<file path="src/rtl/ro_puf_pkg.sv">
// Shared types and defaults for the ring-oscillator PUF measurement blocks.
package ro_puf_pkg;

  localparam int CHAL_W     = 8;
  localparam int DEF_WINDOW = 256;
  localparam int DEF_SETTLE = 4;
  localparam int DEF_CNT_W  = 10;

  typedef enum logic [2:0] {
    IDLE,
    SETTLE_A,
    COUNT_A,
    SETTLE_B,
    COUNT_B,
    COMPARE,
    DONE
  } state_t;

endpackage

</file>
<file path="src/rtl/ro_edge_counter.sv">
// Synchronizes an asynchronous oscillator output and counts its rising edges
// into a saturating counter with synchronous clear and count enable.
module ro_edge_counter #(
  parameter int CNT_W       = 10,
  parameter int SYNC_STAGES = 2
) (
  input  logic             clk,
  input  logic             rst_n,
  input  logic             ro_in,
  input  logic             clr,
  input  logic             en,
  output logic [CNT_W-1:0] cnt
);

  logic [SYNC_STAGES-1:0] sync_q;
  logic                   synced;
  logic                   synced_d;
  logic                   rise;

  assign synced = sync_q[SYNC_STAGES-1];
  assign rise   = synced & ~synced_d;

  always_ff @(posedge clk or negedge rst_n) begin
    if (!rst_n) begin
      sync_q   <= '0;
      synced_d <= 1'b0;
    end else begin
      sync_q   <= {sync_q[SYNC_STAGES-2:0], ro_in};
      synced_d <= synced;
    end
  end

  // Saturate rather than wrap so a very fast oscillator never reads as slow.
  always_ff @(posedge clk or negedge rst_n) begin
    if (!rst_n) begin
      cnt <= '0;
    end else if (clr) begin
      cnt <= '0;
    end else if (en && rise && (cnt != {CNT_W{1'b1}})) begin
      cnt <= cnt + CNT_W'(1);
    end
  end

endmodule

</file>
<file path="src/rtl/ro_puf_response_gen.sv">
// Response generator for the F2G ring-oscillator PUF: measures each challenge
// against its complement and assembles a RESP_BITS-wide response word.
module ro_puf_response_gen
  import ro_puf_pkg::*;
#(
  parameter int WINDOW      = DEF_WINDOW,
  parameter int SETTLE      = DEF_SETTLE,
  parameter int CNT_W       = DEF_CNT_W,
  parameter int RESP_BITS   = 16,
  parameter int SYNC_STAGES = 2
) (
  input  logic                 clk,
  input  logic                 rst_n,
  input  logic                 start,
  input  logic [CHAL_W-1:0]    chal_seed,
  input  logic                 s_cfg,
  input  logic                 ro_out,
  output logic                 ro_enable,
  output logic                 ro_s,
  output logic [CHAL_W-1:0]    ro_c,
  output logic                 busy,
  output logic [RESP_BITS-1:0] resp,
  output logic [RESP_BITS-1:0] resp_tie,
  output logic                 resp_valid,
  input  logic                 resp_ready,
  output state_t               dbg_state
);

  localparam int TMR_W = $clog2(((WINDOW > SETTLE) ? WINDOW : SETTLE) + 1);

  state_t            state, state_d;
  logic [TMR_W-1:0]  tmr;
  logic [CHAL_W-1:0] seed, idx;
  logic [CNT_W-1:0]  cnt_live, cnt_a;
  logic              phase_end, cnt_clr, cnt_en;

  assign dbg_state = state;
  assign cnt_clr   = ((state == SETTLE_A) || (state == SETTLE_B)) && phase_end;
  assign cnt_en    = (state == COUNT_A) || (state == COUNT_B);

  ro_edge_counter #(
    .CNT_W       (CNT_W),
    .SYNC_STAGES (SYNC_STAGES)
  ) u_cnt (
    .clk   (clk),
    .rst_n (rst_n),
    .ro_in (ro_out),
    .clr   (cnt_clr),
    .en    (cnt_en),
    .cnt   (cnt_live)
  );

  always_comb begin
    phase_end = 1'b0;
    case (state)
      SETTLE_A, SETTLE_B: phase_end = (tmr == TMR_W'(SETTLE - 1));
      COUNT_A, COUNT_B:   phase_end = (tmr == TMR_W'(WINDOW - 1));
      default:            phase_end = 1'b0;
    endcase
  end

  // Handshake: resp/resp_tie are held while resp_valid is high; the word is
  // transferred on a clock edge where resp_valid && resp_ready, after which
  // resp_valid drops and the block returns to IDLE.
  always_comb begin
    state_d = state;
    case (state)
      IDLE:     if (start) state_d = SETTLE_A;
      SETTLE_A: if (phase_end) state_d = COUNT_A;
      COUNT_A:  if (phase_end) state_d = SETTLE_B;
      SETTLE_B: if (phase_end) state_d = COUNT_B;
      COUNT_B:  if (phase_end) state_d = COMPARE;
      COMPARE:  state_d = (idx == CHAL_W'(RESP_BITS - 1)) ? DONE : SETTLE_A;
      DONE:     if (resp_valid && resp_ready) state_d = IDLE;
      default:  state_d = IDLE;
    endcase
  end

  always_ff @(posedge clk or negedge rst_n) begin
    if (!rst_n) begin
      state      <= IDLE;
      tmr        <= '0;
      seed       <= '0;
      idx        <= '0;
      cnt_a      <= '0;
      ro_enable  <= 1'b0;
      ro_s       <= 1'b0;
      ro_c       <= '0;
      busy       <= 1'b0;
      resp       <= '0;
      resp_tie   <= '0;
      resp_valid <= 1'b0;
    end else begin
      state <= state_d;
      tmr   <= (state_d == state) ? tmr + TMR_W'(1) : '0;
      busy  <= (state_d != IDLE);
      case (state)
        IDLE: if (start) begin
          seed     <= chal_seed;
          ro_s     <= s_cfg;
          ro_c     <= chal_seed;
          idx      <= '0;
          resp     <= '0;
          resp_tie <= '0;
        end
        SETTLE_A: if (phase_end) ro_enable <= 1'b1;
        COUNT_A: if (phase_end) begin
          ro_enable <= 1'b0;
          ro_c      <= ~(seed ^ idx);
        end
        SETTLE_B: begin
          // The A window is closed and the counter is not cleared until the
          // end of this phase, so the first cycle holds the final A count.
          if (tmr == '0) cnt_a <= cnt_live;
          if (phase_end) ro_enable <= 1'b1;
        end
        COUNT_B: if (phase_end) ro_enable <= 1'b0;
        COMPARE: begin
          for (int b = 0; b < RESP_BITS; b++) begin
            if (idx == CHAL_W'(b)) begin
              resp[b]     <= (cnt_a > cnt_live);
              resp_tie[b] <= (cnt_a == cnt_live);
            end
          end
          if (idx != CHAL_W'(RESP_BITS - 1)) begin
            idx  <= idx + CHAL_W'(1);
            ro_c <= seed ^ (idx + CHAL_W'(1));
          end
        end
        DONE: begin
          if (resp_valid && resp_ready) begin
            resp_valid <= 1'b0;
            ro_s       <= 1'b0;
          end else begin
            resp_valid <= 1'b1;
          end
        end
        default: ;
      endcase
    end
  end

endmodule

</file>
<file path="config.mk">
export PLATFORM = sky130hd
export DESIGN_NAME = ro_puf_response_gen
export DESIGN_NICKNAME = d
export VERILOG_FILES = /design/src/rtl/ro_puf_pkg.sv /design/src/rtl/ro_edge_counter.sv /design/src/rtl/ro_puf_response_gen.sv
export SDC_FILE = /design/constraint.sdc
export NUM_CORES = 1
export LEC_CHECK = 0
export ABC_AREA = 1
export BUFFER_PORTS_ARGS = -buffer_cell sky130_fd_sc_hd__buf_4
export CAP_MARGIN = 20
export CORE_ASPECT_RATIO = 0.5
export CORE_MARGIN = 10
export CORE_UTILIZATION = 40
export CTS_BUF_LIST = sky130_fd_sc_hd__clkbuf_2 sky130_fd_sc_hd__clkbuf_4 sky130_fd_sc_hd__clkbuf_8
export CTS_CLUSTER_SIZE = 24
export DETAILED_ROUTE_END_ITERATION = 10
export GPL_TIMING_DRIVEN = 0
export SYNTH_ARGS = -nofsm -noshare
export SYNTH_HDL_FRONTEND = slang
export SYNTH_SLANG_ARGS = --single-unit
</file>
<file path="constraint.sdc">
create_clock -name clk -period 4.67 [get_ports clk]
set_clock_uncertainty 0.1 [all_clocks]
set_input_delay 0.934 -clock clk [delete_from_list [all_inputs] [get_ports clk]]
set_output_delay 0.934 -clock clk [all_outputs]
set_load 0.05 [all_outputs]
</file>
# Yosys cells after proc, flatten, opt, wreduce, memory -nomap -nowiden

Index checks and enable logic that the tools add are counted.

Flip-flop bits (word level): 95
Input port bits: 14
Output and inout port bits: 47
Word-level logic and storage cells: 203

Magnitude comparators: 1
Add/sub/neg operators: 3
Reductions and logical operators: 39
Bitwise logic cells: 5
Muxes and demuxes: 61
Equality and inequality tests: 49

Operator list:

| operator                                            | number |
|---|---|
| equality test 8 x 4 -> 1 bit, second input constant | 8 |
| case mux 16 bit (2 select lines)                    | 2 |
| AND reduction 3 bit                                 | 19 |
| two-way mux 8 bit                                   | 5 |
| inequality test 2 bit, second input constant        | 20 |
| two-way mux 1 bit                                   | 37 |
| equality test 8 x 3 -> 1 bit, second input constant | 4 |
| case mux 8 bit (3 select lines)                     | 1 |
| two-way mux 3 bit                                   | 7 |
| case mux 3 bit (7 select lines)                     | 1 |
| two-way mux 10 bit                                  | 2 |
| equality test 8 x 2 -> 1 bit, second input constant | 2 |
| two-way mux 16 bit                                  | 1 |
| case mux 8 bit (2 select lines)                     | 1 |
| XOR 8 bit                                           | 2 |
| adder 10 x 1 -> 10 bit, second input constant       | 1 |
| equality test 10 bit                                | 1 |
| > comparator 10 bit                                 | 1 |
| inequality test 10 bit, second input constant       | 1 |
| adder 9 x 1 -> 9 bit, second input constant         | 1 |
| equality test 3 bit, second input constant          | 3 |
| equality test 9 x 2 -> 1 bit, second input constant | 1 |
| equality test 9 x 8 -> 1 bit, second input constant | 1 |
| logical NOT 9 bit                                   | 1 |
| 21 further kinds                                    | 35 |

# Longest topological paths before layout

Depth in word-level cells: 7
Gate-level depth with buffers: 13
Mapped depth without buffers: 13

# Cells and area by module

Synthesis repeated with hierarchy kept, for this count alone.

Cell total of the unflattened synthesis: 602
Area, all modules: 4912.2 µm²

By module, submodules not included:

| module              | area an instance (µm²) | instances | cells each |
|---|---|---|---|
| ro_puf_response_gen | 4172.8                 | 1         | 505 |
| ro_edge_counter     | 739.5                  | 1         | 97 |

# Worst setup path after synthesis

OpenSTA, ideal clock, no wires.

Path kind: register -> register
Start: register state[2], in the netlist dbg_state[2]
End: register ro_c[4]
Data arrival time: 1821 ps
Data required time: 4449 ps
Slack: 2628 ps
Cell stages (with the launch flop): 11
Path buffers: 1
Clock period less this slack: 2042 ps
Setup time: 121 ps
Cell sequence: dfrtp_1 > inv_2 > nor2_4 > inv_2 > nand2_2 > inv_2 > a21oi_4 > nand2_2 > buf_6 > nor2_1 > nor2_1

Cells in the longest elaborated chain, start to end: 5

RTL lines:

| element                                              | line                                                 | text |
|---|---|---|
| start: declaration                                   | ro_puf_response_gen.sv:31                            | `state_t state, state_d;` |
| start signal: assignment                             | ro_puf_response_gen.sv:94                            | `state <= state_d;` |
| equality test 3 x 2 -> 1 bit (tied with other cells) | ro_puf_response_gen.sv:55, ro_puf_response_gen.sv:97 |  |
| OR reduction 2 bit (no line)                         | n/a                                                  |  |
| case mux 1 bit (2 select lines)                      | ro_puf_response_gen.sv:55                            | `case (state)` |
| inequality test 2 bit (no line)                      | n/a                                                  |  |
| AND reduction 4 bit (no line)                        | n/a                                                  |  |
| end signal: assignment                               | ro_puf_response_gen.sv:101                           | `ro_c <= chal_seed;` |
| end signal: assignment                               | ro_puf_response_gen.sv:109                           | `ro_c <= ~(seed ^ idx);` |
| end signal: assignment                               | ro_puf_response_gen.sv:127                           | `ro_c <= seed ^ (idx + CHAL_W'(1));` |
| end: declaration                                     | ro_puf_response_gen.sv:20                            | `output logic [CHAL_W-1:0] ro_c,` |

Parallel ways exist; a longest one is shown, timed or not.
A chain may end at the register's enable or synchronous reset.

# Worst setup path in the final report

Start: register u_cnt.cnt[4]
End: register resp[1]

Cells in the longest elaborated chain, start to end: 3

RTL lines:

| element                          | line                       | text |
|---|---|---|
| start: declaration               | ro_edge_counter.sv:12      | `output logic [CNT_W-1:0] cnt` |
| start signal: assignment         | ro_edge_counter.sv:40      | `cnt <= cnt + CNT_W'(1);` |
| > comparator 10 bit              | ro_puf_response_gen.sv:121 | `resp[b] <= (cnt_a > cnt_live);` |
| two-way mux 1 bit                | ro_puf_response_gen.sv:120 | `if (idx == CHAL_W'(b)) begin` |
| case mux 16 bit (2 select lines) | ro_puf_response_gen.sv:97  | `case (state)` |
| end signal: indexed assignment   | ro_puf_response_gen.sv:121 |  |
| end: declaration                 | ro_puf_response_gen.sv:22  | `output logic [RESP_BITS-1:0] resp,` |

Every way passes these cells. The select of a mux whose other input is x is not followed.

==> impl_metrics.yaml <==
outcome:
  status: "complete, no violations"
clock_network:
  clk_latency_ps: 370
  post_cts_buffers: 0
  postCtsHoldBufs: 0
  cts-root-buf: "clkbuf_8"
  htreeDepth: 3
  clk_path_buf_depth: 2
  cts_tree: "done"
  ctsResizeCount: 0
  cts_buffers: 9
  numClockSinks: 95
  path_clk_slew_ps: 80
place:
  dp_cells: 769
  gp_congestion: 0.821
  io_buffers: 60
  hpwl_mm: 8.55
critical_path:
  cp_data_required_time_ps: 4810
  worstSetupPathType: "flip-flop to flip-flop"
  cp.arrival_ps: 2350
  end_kind: "flip-flop"
  path_cells: "inv_1, ha_1, nand2_1, nor3_1, nand3_1, nand3_1, buf_2, a21oi_1"
  crit_path_frequent_cell: "nand3_1"
  cp-start-kind: "flip-flop"
  crit_fanout: 10
  cp_slowest_cell: "dfrtp_1"
  max_stage_delay_ps: 390
sta:
  rsz0062_at_grt: "false"
  slew_violations: 0
  worstMarginPinSlew_ps: 682
  min_period_over_period: 0.473
  relSlewSlack: 0.545
  final.setup.tns_ps: 0
  period_minus_slack_ps: 2210
  whs_ps: 257
  finalHoldViolCount: 0
  finalSetupViolCount: 0
  max_freq_mhz: 452
power_and_ir_drop:
  combPwrFrac: 0.454
  clkPwrFrac: 0.190
  p_leak_nw: 2.79
  seqPwrFrac: 0.356
  power_switching_mw: 1.46
  peakVddDrop_v: 0.000253
  powerDensity_mw_per_mm2: 573
  p_sw_frac: 0.444
  p_int_mw: 1.83
floorplanning:
  die_h_um: 97.7
  rows: 28
  die_w_um: 175
  dieArea_sq_mm: 0.0171
  io-pin-count: 61
  core_area_sq_mm: 0.0118
  initial_core_util: 0.409
finish:
  layout-drive-gt1-share: 0.219
  area_delta_synth_final_pct: 18.9
  final_core_util: 0.487
  finalNetCount: 646
  antennaDiodeCount: 0
  fill_cells: 1170
  final_cells: 785
grt:
  grt_max_degree: 53
  grt_usage: 0.133
  first_global_vias: 3793
  gr-total-overflow: 0
  grt_pass1_wl_mm: 19.0
  antenna_found_initial: 0
logic_synthesis:
  seq_area_frac_synth: 0.492
  synth.area.mux_share: 0.0393
  synthTopCellsByCount: "107 x nand2_1, 95 x dfrtp_1, 58 x nor2_1"
  yosysWarnings: 0
  synth_area_leader_cell: "dfrtp_1"
  ys_async_sr_fraction: 1.00
  synth_compound_area_frac: 0.108
  synth-edff-count: 0
  synth_top_area_frac: 0.492
  yosys.area_share.simple: 0.223
  synthAdderAreaFrac: 0.0440
  synth_area_sq_mm: 0.00483
  synthDistinctLibCells: 42
  synth_seq_cells: 95
  syn_inst: 543
  synthXorXnorAreaFrac: 0.0381
  synth_top_family_by_area: "simple AND/OR/NAND/NOR gates"
  yosysMostFrequentCell: "nand2_1"
  syn-num-nets: 574
  synth_flop_cell: "dfrtp_1"
  syn_avg_cell_area_sq_um: 8.90
  synth.area.top_cells: "dfrtp_1 49%, nand2_1 8.3%, nor2_1 4.5%"
hold_path:
  hp-class: "flip-flop to flip-flop"
detailed_routing:
  drtAntennaViolNets: 0
  wirelength_mm: 11.3
  first_pass_iters: 4
  first_iter_violations: 209
  wl_per_cell_um: 14.4
  vias: 3879
  drc: 0
  avgViaCountPerCell: 4.94
flow_run:
  drv_cap: 0
## cell type report
type	count	area [sq um]	area share
clock inverter	3	65.1	0.0113
sequential	95	2380	0.413
buffer	12	75.1	0.0131
clock buffer	13	166	0.0289
timing repair buffer	61	478	0.0831
multi-input combinational	384	2190	0.380
tap	165	206	0.0359
inverter	52	195	0.0339
## sequential cells by signal, summed over array words and instances, names as in the netlist, 2 cells and up
register and flops:
resp 16, ro_c 8, resp_tie 16, u_cnt.cnt 10
u_cnt.sync_q 2, seed 8, tmr 9, cnt_a 10
idx 8, dbg_state 3
## power groups by stage
stage	Clock (mW)	Combinational [mW]	Sequential, mW
after global routing	0.673	1.64	1.20
after detailed placement	0	1.51	1.19
after floorplan	0	0.602	1.64
after global placement	0	1.49	1.18
after CTS	0.639	1.51	1.17
final	0.626	1.49	1.17
## worst paths after layout
kind,start,endpoint,slack (ps),cells after the start
min reg2reg,u_cnt.sync_q[0],u_cnt.sync_q[1],260,0
min,u_cnt.sync_q[0],u_cnt.sync_q[1],260,0
min in group asynchronous,rst_n,ro_c[7],500,1
max reg2reg,u_cnt.cnt[4],resp[1],2460,8
max in group asynchronous,rst_n,cnt_a[9],3310,2
max,u_cnt.cnt[4],resp[1],2460,8
## logic make-up after synthesis
| kind of cell | after synthesis |
|---|---|
| AOI/OAI and AO/OA | 94 |
| DFF | 95 |
| buffers and inverters | 64 |
| and+or+nand+nor | 235 |
| adders and majority gates | 17 |
| muxes | 17 |
| xor gates and xnor gates | 21 |
## worst max-delay path, delay by kind of cell, from the launching register on
kind	cells	cell delay [ps]
flops	1	390
buf+inv	2	440
fa+ha+maj	1	300
simple gates	4	760
compound gates	1	100
## layer usage
layer | vias to the layer above | global-route usage | wire, um
met1 | 1877 | 0.168 | 5290
li1 | 1945 | - | -
met2 | 55 | 0.223 | 5540
met5 | - | 0 | 0
met4 | 0 | 0.0298 | 48
met3 | 2 | 0.0377 | 434
## layout by cell type (no fill, tap or decap), types with 8 or more instances in the layout
master    count
a21oi_1      33
buf_4        61
clkbuf_8     11
dfrtp_1      95
ha_1         17
inv_1        45
mux2_2       16
nand2_1     107
nand3_1      30
nand4_1       9
nor2_1       58
o21ai_0      28
o21ai_1      13
o22ai_1       8
xnor2_1      11
xor2_1       10
## stage by stage
stage | setup WS (ps) | cell area (sq um) | power (mW)
after global routing | 2250 | 5750 | 3.50
after detailed placement | 2460 | 5520 | 2.70
final | 2460 | 5750 | 3.29
after floorplan | 2630 | 4830 | 2.24
after CTS | 2460 | 5750 | 3.33
after global placement | 2460 | 5490 | 2.67
No activity file was read; power rests on OpenSTA's default activity.
